$ cat src/rtl/siso_ctrl_pkg.sv
// Shared definitions for the SISO delay-line frame controller: state encoding
// and the counter width helper.
package siso_ctrl_pkg;

    localparam logic [1:0] S_IDLE  = 2'd0;
    localparam logic [1:0] S_SHIFT = 2'd1;
    localparam logic [1:0] S_DONE  = 2'd2;

    // Counter must reach WIDTH+DEPTH-1 without wrapping.
    function automatic int cnt_width(input int width, input int depth);
        return $clog2(width + depth + 1);
    endfunction

endpackage

$ cat src/rtl/siso_bit_counter.sv
// Saturating up-counter with synchronous clear and a terminal-count flag at a
// programmable limit.
module siso_bit_counter #(
    parameter int CW = 4
) (
    input  logic          clk,
    input  logic          reset,
    input  logic          clear,
    input  logic          enable,
    input  logic [CW-1:0] limit,
    output logic [CW-1:0] count,
    output logic          at_limit
);

    assign at_limit = (count == limit);

    // Holds at the limit so the count can never wrap.
    always_ff @(posedge clk or negedge reset) begin
        if (!reset) begin
            count <= '0;
        end else if (clear) begin
            count <= '0;
        end else if (enable && !at_limit) begin
            count <= count + CW'(1);
        end
    end

endmodule

$ cat src/rtl/siso_frame_ctrl.sv
// Loopback sequencer for a SISO delay line: serializes a word MSB-first, flushes
// DEPTH zeros, captures the word emerging at the far end and flags a match.
module siso_frame_ctrl
    import siso_ctrl_pkg::*;
#(
    parameter int WIDTH = 8,
    parameter int DEPTH = 4
) (
    input  logic             clk,
    input  logic             reset,
    input  logic             in_valid,
    input  logic [WIDTH-1:0] in_data,
    output logic             in_ready,
    output logic             sr_shift_en,
    output logic             sr_din,
    input  logic             sr_dout,
    output logic             out_valid,
    output logic [WIDTH-1:0] out_data,
    output logic             out_match,
    input  logic             out_ready,
    output logic             busy
);

    localparam int            CW      = cnt_width(WIDTH, DEPTH);
    localparam logic [CW-1:0] LIMIT   = CW'(WIDTH + DEPTH - 1);
    localparam logic [CW-1:0] WIDTH_C = CW'(WIDTH);
    localparam logic [CW-1:0] DEPTH_C = CW'(DEPTH);

    logic [1:0]       state;
    logic [1:0]       state_nxt;
    logic [CW-1:0]    cnt;
    logic             at_limit;
    logic             accept;
    logic [WIDTH-1:0] tx_buf;
    logic [WIDTH-1:0] rx_buf;
    logic [WIDTH-1:0] ref_buf;

    assign accept = (state == S_IDLE) && in_valid;

    siso_bit_counter #(
        .CW(CW)
    ) u_cnt (
        .clk      (clk),
        .reset    (reset),
        .clear    (accept),
        .enable   (state == S_SHIFT),
        .limit    (LIMIT),
        .count    (cnt),
        .at_limit (at_limit)
    );

    always_ff @(posedge clk or negedge reset) begin
        if (!reset) begin
            state <= S_IDLE;
        end else begin
            state <= state_nxt;
        end
    end

    always_comb begin
        state_nxt = state;
        case (state)
            S_IDLE:  if (in_valid)  state_nxt = S_SHIFT;
            S_SHIFT: if (at_limit)  state_nxt = S_DONE;
            S_DONE:  if (out_ready) state_nxt = S_IDLE;
            default:                state_nxt = S_IDLE;
        endcase
    end

    // Every output is decoded from registered state only.
    always_comb begin
        in_ready    = 1'b0;
        sr_shift_en = 1'b0;
        sr_din      = 1'b0;
        out_valid   = 1'b0;
        out_match   = 1'b0;
        case (state)
            S_IDLE: in_ready = 1'b1;
            S_SHIFT: begin
                sr_shift_en = 1'b1;
                sr_din      = (cnt < WIDTH_C) ? tx_buf[WIDTH-1] : 1'b0;
            end
            S_DONE: begin
                out_valid = 1'b1;
                out_match = (rx_buf == ref_buf);
            end
            default: ;
        endcase
    end

    assign busy     = (state != S_IDLE);
    assign out_data = rx_buf;

    // Bits leaving the SISO lag sr_din by DEPTH shifts, so capture starts at cnt==DEPTH.
    always_ff @(posedge clk or negedge reset) begin
        if (!reset) begin
            tx_buf  <= '0;
            rx_buf  <= '0;
            ref_buf <= '0;
        end else if (accept) begin
            tx_buf  <= in_data;
            ref_buf <= in_data;
            rx_buf  <= '0;
        end else if (state == S_SHIFT) begin
            tx_buf <= tx_buf << 1;
            if (cnt >= DEPTH_C) begin
                rx_buf <= (rx_buf << 1) | WIDTH'(sr_dout);
            end
        end
    end

endmodule

$ cat config.mk
export PLATFORM = sky130hd
export DESIGN_NAME = siso_frame_ctrl
export DESIGN_NICKNAME = d
export VERILOG_FILES = /design/src/rtl/siso_ctrl_pkg.sv /design/src/rtl/siso_bit_counter.sv /design/src/rtl/siso_frame_ctrl.sv
export SDC_FILE = /design/constraint.sdc
export NUM_CORES = 1
export LEC_CHECK = 0
export BUFFER_PORTS_ARGS = -buffer_cell sky130_fd_sc_hd__buf_2
export CORE_ASPECT_RATIO = 0.6
export CORE_MARGIN = 2
export CORE_UTILIZATION = 40
export CTS_BUF_LIST = sky130_fd_sc_hd__clkbuf_8 sky130_fd_sc_hd__clkbuf_16
export CTS_CLUSTER_DIAMETER = 60
export DETAILED_ROUTE_END_ITERATION = 16
export GPL_ROUTABILITY_DRIVEN = 0
export PLACE_DENSITY_LB_ADDON = 0.25
export RECOVER_POWER = 25
export SLEW_MARGIN = 30
export SYNTH_ARGS = -nofsm -noshare
export SYNTH_HDL_FRONTEND = slang
export SYNTH_HIERARCHICAL = 1
export SYNTH_SLANG_ARGS = --single-unit
$ cat constraint.sdc
create_clock -name clk -period 3.1 [get_ports clk]
set_input_delay 0.155 -clock clk [delete_from_list [all_inputs] [get_ports clk]]
set_output_delay 0.155 -clock clk [all_outputs]
set_load 0.03 [all_outputs]
# Yosys cells after proc, flatten, opt, wreduce, memory -nomap -nowiden
# Index checks and enable logic that the tools add are counted.
[word_totals] inputBits=13 word_cells=43 reg_bits=30
[classes] order_cmp=2 n_bitwise=1 n_addsub=1 muxes=17 eq_ne=7 reduce_logical=10
[op_table] op="$mux 8" n=5
[op_table] op="$eq 8x8->1" n=1
[op_table] op="$mux 4" n=2
[op_table] op="$or 8x1->8" n=1
[op_table] op="$reduce_bool 2->1" n=4
[op_table] op="$mux 1" n=6
[op_table] op="$mux 2" n=3
[op_table] op="$ne 2x2->1 const B" n=3
[op_table] op="$pmux 2 s3" n=1
[op_table] op="$add 4x1->4 const B" n=1
[op_table] op="$eq 4x4->1 const B" n=1
[op_table] op="$ge 4x3->1 const B" n=1
[op_table] op="$lt 4x4->1 const B" n=1
[op_table] op="$reduce_and 3->1" n=1
[op_table] op="$eq 2x1->1 const B" n=1
[op_table] op="$eq 2x2->1 const B" n=1
[op_table] op="$logic_and 1x1->1" n=2
[op_table] op="$logic_not 2->1" n=1
[op_table] op="$reduce_and 2->1" n=1
[op_table] op="$logic_not 1->1" n=1

# Depth between registers and ports, before layout
# Gate-level depths: netlist of the first run.
[depth] ltp_word=5 mapped_depth=6 mapped_depth_nobuf=5

# Hierarchy
# Netlist of the first run, hierarchy kept.
[modules_own_cells] mod="siso_frame_ctrl" area_per_inst_um2=1164.9 n_inst=1 seq_area_each_um2=650.6 cells_each=104
[modules_own_cells] mod="siso_bit_counter" area_per_inst_um2=264.0 n_inst=1 seq_area_each_um2=100.1 cells_each=23

# Worst setup path before layout of the first run
# No wires, ideal clock.
[synth_timing] path_type="register -> output" start="register rx_buf[6], in the netlist out_data[6]" end="output out_match" arrival_ps=1765 n_path_buf=0 path_slack_ps=1180 path_stages_with_launch=4 required_ps=2945 cell_sequence="dfrtp_1 > xnor2_1 > nand3_1 > nor4_1"
[synth_between] elab_chain_len=2
[synth_rtl] element="start: declaration" line_no="siso_frame_ctrl.sv:35" rtl="logic [WIDTH-1:0] rx_buf;"
[synth_rtl] element="start signal: assignment" line_no="siso_frame_ctrl.sv:107" rtl="rx_buf <= (rx_buf << 1) | WIDTH'(sr_dout);"
[synth_rtl] element="$eq 8x8->1" line_no="siso_frame_ctrl.sv:85" rtl="out_match = (rx_buf == ref_buf);"
[synth_rtl] element="$mux 1" line_no="siso_frame_ctrl.sv:77" rtl="case (state)"
[synth_rtl] element="end: declaration" line_no="siso_frame_ctrl.sv:19" rtl="output logic out_match,"
# No other way between the ends.

# Worst setup path in the final report of the first run
[layout_timing] start="register state[1]" end="output sr_din"
[layout_between] elab_chain_len=2
[layout_rtl] element="start: declaration" line_no="siso_frame_ctrl.sv:29" rtl="logic [1:0] state;"
[layout_rtl] element="start signal: assignment" line_no="siso_frame_ctrl.sv:56" rtl="state <= state_nxt;"
[layout_rtl] element="$eq 2x1->1" line_no="siso_frame_ctrl.sv:77"
[layout_rtl] element="$mux 1" line_no="siso_frame_ctrl.sv:77"
[layout_rtl] element="end: declaration" line_no="siso_frame_ctrl.sv:15" rtl="output logic sr_din,"
# No other way between the ends.

==> results of run 1 <==
## metal layers
metal / vias to the layer above / track usage / part of all wire
li1: 494 / - / -
met1: 495 / 0.209 / 0.48
met2: 24 / 0.234 / 0.45
met3: 7 / 0.0558 / 0.055
met4: 0 / 0.0763 / 0.021
met5: - / 0 / 0
## power groups by stage
stage	Sequential (mW)	Clock [mW]	Combinational, mW
finish	0.692	0.316	0.817
global route	0.714	0.343	0.897
CTS	0.694	0.328	0.812
detailed placement	0.702	0	0.804
global placement	0.692	0	0.792
floorplan	0.715	0	0.615
## cell usage after synthesis
cell type / instances / share of area
a2bb2oi_4: 1 / 0.018
dfrtp_1: 30 / 0.53
nor3b_4: 1 / 0.013
inv_4: 1 / 0.0044
buf_4: 2 / 0.011
conb_1: 2 / 0.0053
nor3b_1: 1 / 0.0053
nor4_1: 2 / 0.0088
nand2b_1: 2 / 0.0088
nand2_1: 10 / 0.026
o21bai_1: 1 / 0.0053
o21ai_1: 14 / 0.049
nor2_2: 1 / 0.0044
xnor2_1: 7 / 0.043
xor2_2: 2 / 0.023
mux2i_1: 8 / 0.056
nand3_1: 2 / 0.0070
nand4_1: 1 / 0.0044
o41ai_4: 1 / 0.019
xor2_1: 4 / 0.025
buf_6: 1 / 0.0079
inv_1: 11 / 0.029
a21oi_1: 2 / 0.0070
nor2_1: 4 / 0.011
o21ai_0: 5 / 0.018
or3_1: 2 / 0.0088
a22o_1: 8 / 0.049
ha_1: 1 / 0.0088
## flip-flops by register name (all words and copies together), names as in the netlist
name,flops
ref_buf,8
state,2
tx_buf,8
out_data,8
u_cnt/count,4
## logic make-up after synthesis
group,count (synthesis),synth area share
other,2,0.00526
muxes,8,0.0560
DFF,30,0.525
adders and majority gates,1,0.00876
xor gates and xnor gates,13,0.0902
buffers and inverters,15,0.0517
AOI/OAI and AO/OA,32,0.166
and+or+nand+nor,26,0.0972
## worst register-to-register path, delay by kind of cell (launching register included)
family / cells / cell delay [ps]
compound gates: 2 / 300
buf+inv: 1 / 250
simple gates: 2 / 790
flops: 1 / 420
## worst max-delay path by stage
stage / startpoint / endpoint / slack [ps] / cells past startpoint
2_1_floorplan: out_data[6] / out_match / 1180 / 3
3_3_place_gp: state[1] / u_cnt/count[3] / 1380 / 5
3_5_place_dp: state[1] / u_cnt/count[3] / 1280 / 5
4_1_cts: state[1] / sr_din / 1230 / 3
5_1_grt: reset / ref_buf[6] / 1040 / 2
6_report: state[1] / sr_din / 1250 / 3
## layout by cell type, fill, tap and decap left out
cell type and n:
xor2_1 4, nor4_1 2, clkinv_2 1, a2bb2oi_4 1
mux2i_1 8, nor3b_1 1, conb_1 4, buf_6 1
o21bai_1 1, xor2_2 2, a21oi_1 2, nand3_1 2
nand4_1 1, nand2_1 10, clkbuf_1 1, inv_4 1
nor2_1 4, inv_1 12, buf_2 25, or3_1 2
o21ai_0 5, nor2_2 1, xnor2_1 7, o41ai_4 1
ha_1 1, o21ai_1 14, clkbuf_8 6, nand2b_1 2
nor3b_4 1, dfrtp_1 30, a22o_1 8, dlygate4sd3_1 1
## metrics by stage
stage          power [mW]  utilization
6_report             1.83        0.511
5_1_grt              1.95        0.511
4_1_cts              1.83        0.508
3_5_place_dp         1.51        0.478
3_3_place_gp         1.48        0.478
2_1_floorplan        1.33            -
## area by class of cell
type                    instances  area, um^2
fillers                       315        1640
flip-flops and latches         30         751
multi-input cells              84         612
repair buffers                 28         150
clock buffers                   6        82.6
well taps                      45        56.3
inverters                      12        47.5
clock inverters                 2        8.76
==> summary.md, run 1 <==
| Metric | Value |
|---|---|
| CORE AREA | `3340 um^2` |
| P&R area growth vs syn | `19.5%` |
| Pre-CTS setup slack | `1280 ps` |
| First-pass GRT wire length | `4760 um` |
| Final TNS setup | `0 ps` |
| Setup WS post-layout | `1250 ps` |
| Fin Hold WS | `74.6 ps` |
| Total vias in the final route | `1020` |
| Clock Tree Root | `clkbuf_8` |
| Fin. Hold Viols | `0` |
| Final instance area | `1710 um^2` |
| P_sw | `0.770 mW` |
| Internal | `1.06 mW` |
| Slowest stage cell on the critical path | `nand2b_1` |
| Final net count | `175` |
| Die area | `4080 um^2` |
| CTS tree | `yes` |
| Initial core utilization | `0.427` |
| Yosys reg bits | `30` |
| 1st-pass router iterations | `4` |
| FF-to-FF End | `u_cnt/count[3]` |
| Clk sinks | `30` |
| Clock Power Share | `0.173` |
| I/O Buffers | `26` |
| Drt total wl | `2860 um` |
| Vias in the first global route | `1039` |
| Critical Path, Cell by Cell | `nand2b_1 -> nor3b_1 -> buf_2` |
| Grt ovf | `0` |
| Synthesized area | `1430 um^2` |
| Worst Hold Path EP | `state[1]` |
| Placed Area | `1600 um^2` |
| Worst-case clock buffer depth | `2` |
| Hold-fix buffers, CTS | `1` |
| CP peak stage delay | `430 ps` |
| Crit path required time | `2940 ps` |
| Clock Skews | `4.35 ps` |
| Outcome | `finished with violations` |
| Routed length per instance | `13.8 um` |
| Leak Pwr | `0.847 nW` |
| RSZ-0062 raised after global routing | `false` |
| Delay-heaviest family, CP | `simple AND/OR/NAND/NOR gates` |
| Yosys cell types | `28` |
| Non-filler cells in the finished layout | `207` |
| Max Fclk | `542 MHz` |
| Initial antenna violation count | `0` |
| Endpoints failing setup | `0` |
| Worst R2R Path Depth | `5` |
| Crit path buffers/inverters | `1` |
| Total GRT Usage | `0.159` |
| Path type of the worst setup path | `flop to output port` |
| Clock latency on the worst-skew pair | `280 ps` |
| Die Y | `50.3 um` |
| Setup Buffers After CTS | `0` |
| Worst hold start | `out_ready` |
| Worst flop-to-flop path startpoint | `state[1]` |
| Worst VDD drop | `381 uV` |
| # IOs | `27` |
| Failing checks | `max-capacitance violations, max-slew violations` |
| Period utilization | `0.595` |
| Crit path launch type | `flop` |
| Register share of total power | `0.379` |
| 1st-iter DRT viols | `82` |
| Clock transition at path regs | `60 ps` |
| Cell Rows | `16` |
| CTS resizes | `0` |
| Largest net degree at the start of global routing | `31` |
| Synth warn | `6` |
| Relative slew slack | `-0.0444` |
| Worst R2R Setup Slack | `1260 ps` |
| Total CTS buffers | `5` |
| CTS H-tree lvls | `2` |
| Final critical-path required period | `1850 ps` |
| Max Fanout on Critical Path | `9` |
| Hold/Removal Path Class | `input port to flop` |
| Mapped Cells | `127` |
| DP Cell Count | `197` |
| Critical path data arrival time | `1690 ps` |
| Crit end category | `output port` |
| Post-detail-place hpwl | `2050 um` |
| Sequential element share of the synthesized area | `0.525` |
| Share of layout cells above drive strength 1 | `0.247` |
| Die width | `81.2 um` |
| Switching Share | `0.422` |
| Via density | `4.93` |
| Power Dens Cells | `1070 nW/um^2` |
| Number of inserted diodes | `0` |
| Min-Delay Path Depth | `2` |
| Max cap viols | `1` |
| Combinational power share | `0.448` |
| Worst slew pin tran | `1570 ps` |
| Detailed-route DRC error count | `0` |
| Avg Inst Size Synth | `11.3 um^2` |
| Final ANT Viol Nets | `0` |
| Max-slew violation count | `31` |
Power figures use the tool's default switching activity.
==> inputs of run 2 (changes only) <==
==> constraint.sdc (replaced) <==
create_clock -name clk -period 1.55 [get_ports clk]
set_input_delay 0.0775 -clock clk [delete_from_list [all_inputs] [get_ports clk]]
set_output_delay 0.0775 -clock clk [all_outputs]
set_load 0.03 [all_outputs]
==> summary.md, run 2 (synthesis results as in run 1) <==
| Metric | Value |
|---|---|
| Max Fanout on Critical Path | `6 (-3)` |
| Worst R2R Path Depth | `5 (unchanged)` |
| Total CTS buffers | `5 (unchanged)` |
| P&R area growth vs syn | `32.1%` |
| Final TNS setup | `0 ps (unchanged)` |
| # IOs | `27 (unchanged)` |
| Vias in the first global route | `1034 (-0.48%)` |
| Endpoints failing setup | `0 (unchanged)` |
| Clock Skews | `1.77 ps (-2.59 ps)` |
| Hold/Removal Path Class | `input port to flop` |
| Post-detail-place hpwl | `2020 um (-1.8%)` |
| Slowest stage cell on the critical path | `dfrtp_1` |
| Worst R2R Setup Slack | `30 ps (-1230 ps)` |
| Worst flop-to-flop path startpoint | `u_cnt/count[2]` |
| Worst VDD drop | `964 uV (+150%)` |
| Final net count | `192 (+9.7%)` |
| Worst hold start | `out_ready` |
| RSZ-0062 raised after global routing | `true` |
| Max-slew violation count | `0 (-100%)` |
| Final ANT Viol Nets | `0 (unchanged)` |
| Period utilization | `0.984` |
| Die Y | `50.3 um (unchanged)` |
| Cell Rows | `16 (unchanged)` |
| Tot Pwr | `4.05 mW (+120%)` |
| Routed length per instance | `13.6 um (-1.6%)` |
| Commonest cells after routing, fill and taps aside | `dfrtp_1 (27), buf_2 (23), buf_4 (19), o21ai_1 (15), inv_1 (11)` |
| Max cap viols | `0 (-1)` |
| FF-to-FF End | `u_cnt/count[1]` |
| Worst slew pin tran | `734 ps (-833 ps)` |
| Worst-case clock buffer depth | `2 (unchanged)` |
| Drt total wl | `3020 um (+5.5%)` |
| Max Fclk | `656 MHz` |
| Initial antenna violation count | `0 (unchanged)` |
| Crit path required time | `1700 ps (-1240 ps)` |
| Total GRT Usage | `0.161 (+0.00240)` |
| CTS H-tree lvls | `2 (unchanged)` |
| Outcome | `finished clean` |
| Die area | `4080 um^2 (unchanged)` |
| 1st-iter DRT viols | `45 (-45%)` |
| Path type of the worst setup path | `flop to flop` |
| Worst Hold Path EP | `state[1]` |
| Largest net degree at the start of global routing | `31 (unchanged)` |
| Crit path buffers/inverters | `1 (unchanged)` |
| Initial core utilization | `0.427 (unchanged)` |
| First-pass GRT wire length | `4880 um (+2.5%)` |
| 1st-pass router iterations | `4 (unchanged)` |
| Grt ovf | `0 (unchanged)` |
| CP peak stage delay | `430 ps (about the same)` |
| Share of layout cells above drive strength 1 | `0.379 (+0.132)` |
| Clock Tree Root | `clkbuf_8` |
| Via density | `4.81 (-2.5%)` |
| Clk sinks | `30 (unchanged)` |
| Clock latency on the worst-skew pair | `270 ps (about the same)` |
| Critical path data arrival time | `1680 ps (about the same)` |
| Die width | `81.2 um (unchanged)` |
| Fin. Hold Viols | `0 (unchanged)` |
| Min-Delay Path Depth | `2 (unchanged)` |
| Clock transition at path regs | `60 ps (about the same)` |
| Power Dens Cells | `2150 nW/um^2 (+100%)` |
| Delay-heaviest family, CP | `flip-flops` |
| Final critical-path required period | `1520 ps` |
| Crit end category | `flop` |
| CTS tree | `yes` |
| I/O Buffers | `26 (unchanged)` |
| Number of inserted diodes | `0 (unchanged)` |
| Leak Pwr | `0.933 nW (+10%)` |
| Total vias in the final route | `1067 (+4.6%)` |
| Crit path launch type | `flop` |
| Commonest non-fill, non-tap cell in the layout | `dfrtp_1` |
| CORE AREA | `3340 um^2 (unchanged)` |
| Relative slew slack | `0.511 (+0.555)` |
| Detailed-route DRC error count | `0 (unchanged)` |
| Critical Path, Cell by Cell | `xor2_2 -> o41ai_4 -> buf_4 -> mux2i_1 -> nor2_1` |
run 2: changes by cell type in the layout (fill, tap and decap cells not counted), sizes merged:
cell	change
buf	+17
clkinv	-1
inv	-1
run 2: final cells by class:
type                    count  area, um^2
fillers                   292        1460
flip-flops and latches     30         754
multi-input cells          84         654
repair buffers             45         293
clock buffers               6        82.6
well taps                  45        56.3
inverters                  12        47.5
run 2: how the worst max path moves through the flow:
stage | to | depth (start not counted) | slack, ps | from
after floorplan | sr_din | 3 | 6 | state[1]
after global placement | u_cnt/count[1] | 4 | 170 | u_cnt/count[0]
after detailed placement | u_cnt/count[1] | 4 | 80 | u_cnt/count[1]
after CTS | out_match | 4 | -20 | ref_buf[0]
after global routing | out_match | 4 | -70 | out_data[1]
final | u_cnt/count[1] | 5 | 30 | u_cnt/count[2]
run 2: report_power, final:
group          internal [mW]  leakage (nW)  switching, mW  total [mW]
sequential              1.11         0.383          0.251        1.36
combinational          0.963         0.507           1.13        2.10
clock                  0.341        0.0431          0.254       0.595
run 2: per-layer routing:
| metal | share of wire | GRT usage | routed length, um | vias to the layer above |
|---|---|---|---|---|
| li1 | - | - | - | 525 |
| met1 | 0.50 | 0.239 | 1510 | 514 |
| met2 | 0.44 | 0.223 | 1330 | 26 |
| met3 | 0.055 | 0.0504 | 166 | 2 |
| met4 | 0.0043 | 0.0508 | 13 | 0 |
| met5 | 0 | 0 | 0 | - |
run 2: what timing repair did:
action | in CTS | in global routing
resized for setup | 3 | 9
hold buffers | 1 | 0
pin swaps | 4 | 8
setup endpoints to repair | 2 | 6
cloned | 0 | 0
hold endpoints to repair | 30 | 0
setup buffers | 4 | 11
run 2: per-stage QoR:
stage | util | worst slack [ps] | cell area, um^2 | instances | hold WS, ps
3_3_place_gp | 0.490 | 167 | 1640 | 200 | 141
5_1_grt | 0.565 | -73.7 | 1890 | 222 | 14.2
2_1_floorplan | - | 6.08 | 1440 | 129 | -218
6_report | 0.565 | 25.0 | 1890 | 222 | 18.0
4_1_cts | 0.530 | -20.1 | 1770 | 211 | 1.84
3_5_place_dp | 0.490 | 76.6 | 1640 | 200 | 146
==> inputs of run 3 (changes only) <==
--- a/config.mk
+++ b/config.mk
@@ -13,9 +13,9 @@
 export CTS_CLUSTER_DIAMETER = 60
 export DETAILED_ROUTE_END_ITERATION = 16
 export GPL_ROUTABILITY_DRIVEN = 0
-export PLACE_DENSITY_LB_ADDON = 0.25
+export PLACE_DENSITY_LB_ADDON = 0.05
 export RECOVER_POWER = 25
-export SLEW_MARGIN = 30
+export SLEW_MARGIN = 15
 export SYNTH_ARGS = -nofsm -noshare
 export SYNTH_HDL_FRONTEND = slang
 export SYNTH_HIERARCHICAL = 1
==> summary.md, run 3 (synthesis results as in run 1) <==
| Metric | Value |
|---|---|
| Worst VDD drop | `959 uV (-0.50%)` |
| Crit path required time | `1470 ps (-230 ps)` |
| First-pass GRT wire length | `4720 um (-3.3%)` |
| Initial core utilization | `0.427 (unchanged)` |
| Clk sinks | `30 (unchanged)` |
| Crit end category | `output port` |
| Die Y | `50.3 um (unchanged)` |
| Hold/Removal Path Class | `input port to flop` |
| Power Dens Cells | `2170 nW/um^2 (+1.3%)` |
| Combinational power share | `0.455 (-0.063)` |
| Max Fclk | `652 MHz (-0.53%)` |
| Switching Share | `0.402 (-0.00270)` |
| Fin. Hold Viols | `0 (unchanged)` |
| Clock Skews | `7.25 ps (+5.48 ps)` |
| Post-detail-place hpwl | `2020 um (about the same)` |
| CORE AREA | `3340 um^2 (unchanged)` |
| Core Util, Final | `0.539 (-0.0258)` |
| Total GRT Usage | `0.161 (-0.000577)` |
| Slowest stage cell on the critical path | `dfrtp_1` |
| Leak Pwr | `0.890 nW (-4.6%)` |
| Path type of the worst setup path | `flop to output port` |
| Largest net degree at the start of global routing | `31 (unchanged)` |
| Clock transition at path regs | `70 ps (about the same)` |
| Crit path launch type | `flop` |
| Detailed-route DRC error count | `0 (unchanged)` |
| Relative slew slack | `0.520 (+0.00888)` |
| Clock Power Share | `0.197 (+0.050)` |
| Cell Rows | `16 (unchanged)` |
| Number of inserted diodes | `0 (unchanged)` |
| P&R area growth vs syn | `26.1%` |
| Critical Path, Cell by Cell | `xnor2_1 -> nand3_1 -> nor4_2 -> buf_4` |
| Clock Tree Root | `clkbuf_8` |
| Via density | `4.66 (-3.0%)` |
| Die width | `81.2 um (unchanged)` |
| Outcome | `finished clean` |
| Initial antenna violation count | `0 (unchanged)` |
| Commonest non-fill, non-tap cell in the layout | `dfrtp_1` |
| Max Fanout on Critical Path | `2 (-4)` |
| 1st-iter DRT viols | `88 (+96%)` |
| Final net count | `182 (-5.2%)` |
| Final TNS setup | `0 ps (unchanged)` |
| Share of layout cells above drive strength 1 | `0.314 (-0.0649)` |
| Total CTS buffers | `5 (unchanged)` |
| Grt ovf | `0 (unchanged)` |
| 1st-pass router iterations | `4 (unchanged)` |
| Internal | `2.34 mW (-2.9%)` |
| Worst-case clock buffer depth | `2 (unchanged)` |
| Max cap viols | `0 (unchanged)` |
| Worst slew pin tran | `720 ps (-13.3 ps)` |
| Vias in the first global route | `989 (-4.4%)` |
| P_sw | `1.57 mW (-4.0%)` |
| Period utilization | `0.989 (+0.00529)` |
| Drt total wl | `2820 um (-6.5%)` |
| Commonest cells after routing, fill and taps aside | `dfrtp_1 (27), buf_2 (23), o21ai_1 (14), inv_1 (11), nand2_1 (10)` |
| Routed length per instance | `13.2 um (-3.0%)` |
| Final ANT Viol Nets | `0 (unchanged)` |
| Endpoints failing setup | `0 (unchanged)` |
| CTS tree | `yes` |
| Final critical-path required period | `1530 ps (+8.20 ps)` |
| # IOs | `27 (unchanged)` |
| Total vias in the final route | `998 (-6.5%)` |
| Register share of total power | `0.349 (+0.014)` |
| CP peak stage delay | `390 ps (-40 ps)` |
| CTS H-tree lvls | `2 (unchanged)` |
| I/O Buffers | `26 (unchanged)` |
| Die area | `4080 um^2 (unchanged)` |
| Clock latency on the worst-skew pair | `290 ps (+20 ps)` |
| Critical path data arrival time | `1460 ps (-220 ps)` |
| Max-slew violation count | `0 (unchanged)` |
| RSZ-0062 raised after global routing | `true` |
==> run 3: cell types whose count changed in the layout (fill, tap and decap cells not counted), sizes merged <==
| cell | before | now |
|---|---|---|
| buf | 43 | 32 |
| clkinv | 0 | 2 |
| bufinv | 0 | 1 |
| clkbuf | 7 | 6 |
| dlygate4sd3 | 1 | 2 |
==> run 3: timing repair <==
action | CTS | global route
pin swaps | 0 | 4
buffers inserted | 0 | 1
endpoints found under the hold margin | 31 | 0
gates resized for setup | 3 | 4
endpoints found under the setup margin | 2 | 3
hold buffers | 2 | 0
==> run 3: worst paths after layout <==
check / from / end / slack, ps / cells past startpoint
setup / recovery: ref_buf[7] / out_match / 20 / 4
hold / removal: in_data[3] / ref_buf[3] / 20 / 3
setup reg to reg: u_cnt/count[2] / u_cnt/count[0] / 100 / 5
hold reg to reg: tx_buf[0] / tx_buf[0] / 520 / 2
max in group asynchronous: reset / u_cnt/count[2] / 650 / 2
min in group asynchronous: reset / out_data[1] / 400 / 2
==> run 3: routing by layer <==
layer,wire length (um),global-route usage
met1,1490,0.237
met2,1130,0.200
met3,186,0.0809
met4,21,0.0508
met5,0,0
==> run 3: through the flow <==
stage          hold WS (ps)  area [um^2]  cells  setup slack [ps]  total power, mW
2_1_floorplan          -218         1440    129              6.08             2.67
3_5_place_dp            153         1650    203              66.4             3.10
4_1_cts                21.4         1790    213              6.24             3.91
5_1_grt                19.3         1800    214             -40.6             4.22
6_report               22.0         1800    214              16.8             3.91
3_3_place_gp            145         1650    203               118             3.07
==> run 3: layout make-up <==
cell class | instances | area, um^2
tap | 45 | 56.3
timing repair buffer | 35 | 211
sequential | 30 | 754
multi-input combinational | 84 | 623
clock buffer | 5 | 68.8
inverter | 12 | 47.5
fill | 305 | 1540
clock inverter | 3 | 40.0
==> run 3: critical path: cells and delay by family (launching register included) <==
kind | cells | cell delay, ps
DFF | 1 | 390
xor gates and xnor gates | 1 | 190
buffers and inverters | 1 | 200
and+or+nand+nor | 2 | 390
==> run 3: power groups by stage <==
stage	combinational [mW]	clock [mW]	sequential (mW)
4_1_cts	1.77	0.783	1.36
3_3_place_gp	1.72	0	1.36
2_1_floorplan	1.24	0	1.43
3_5_place_dp	1.73	0	1.38
6_report	1.78	0.770	1.36
5_1_grt	1.96	0.839	1.42
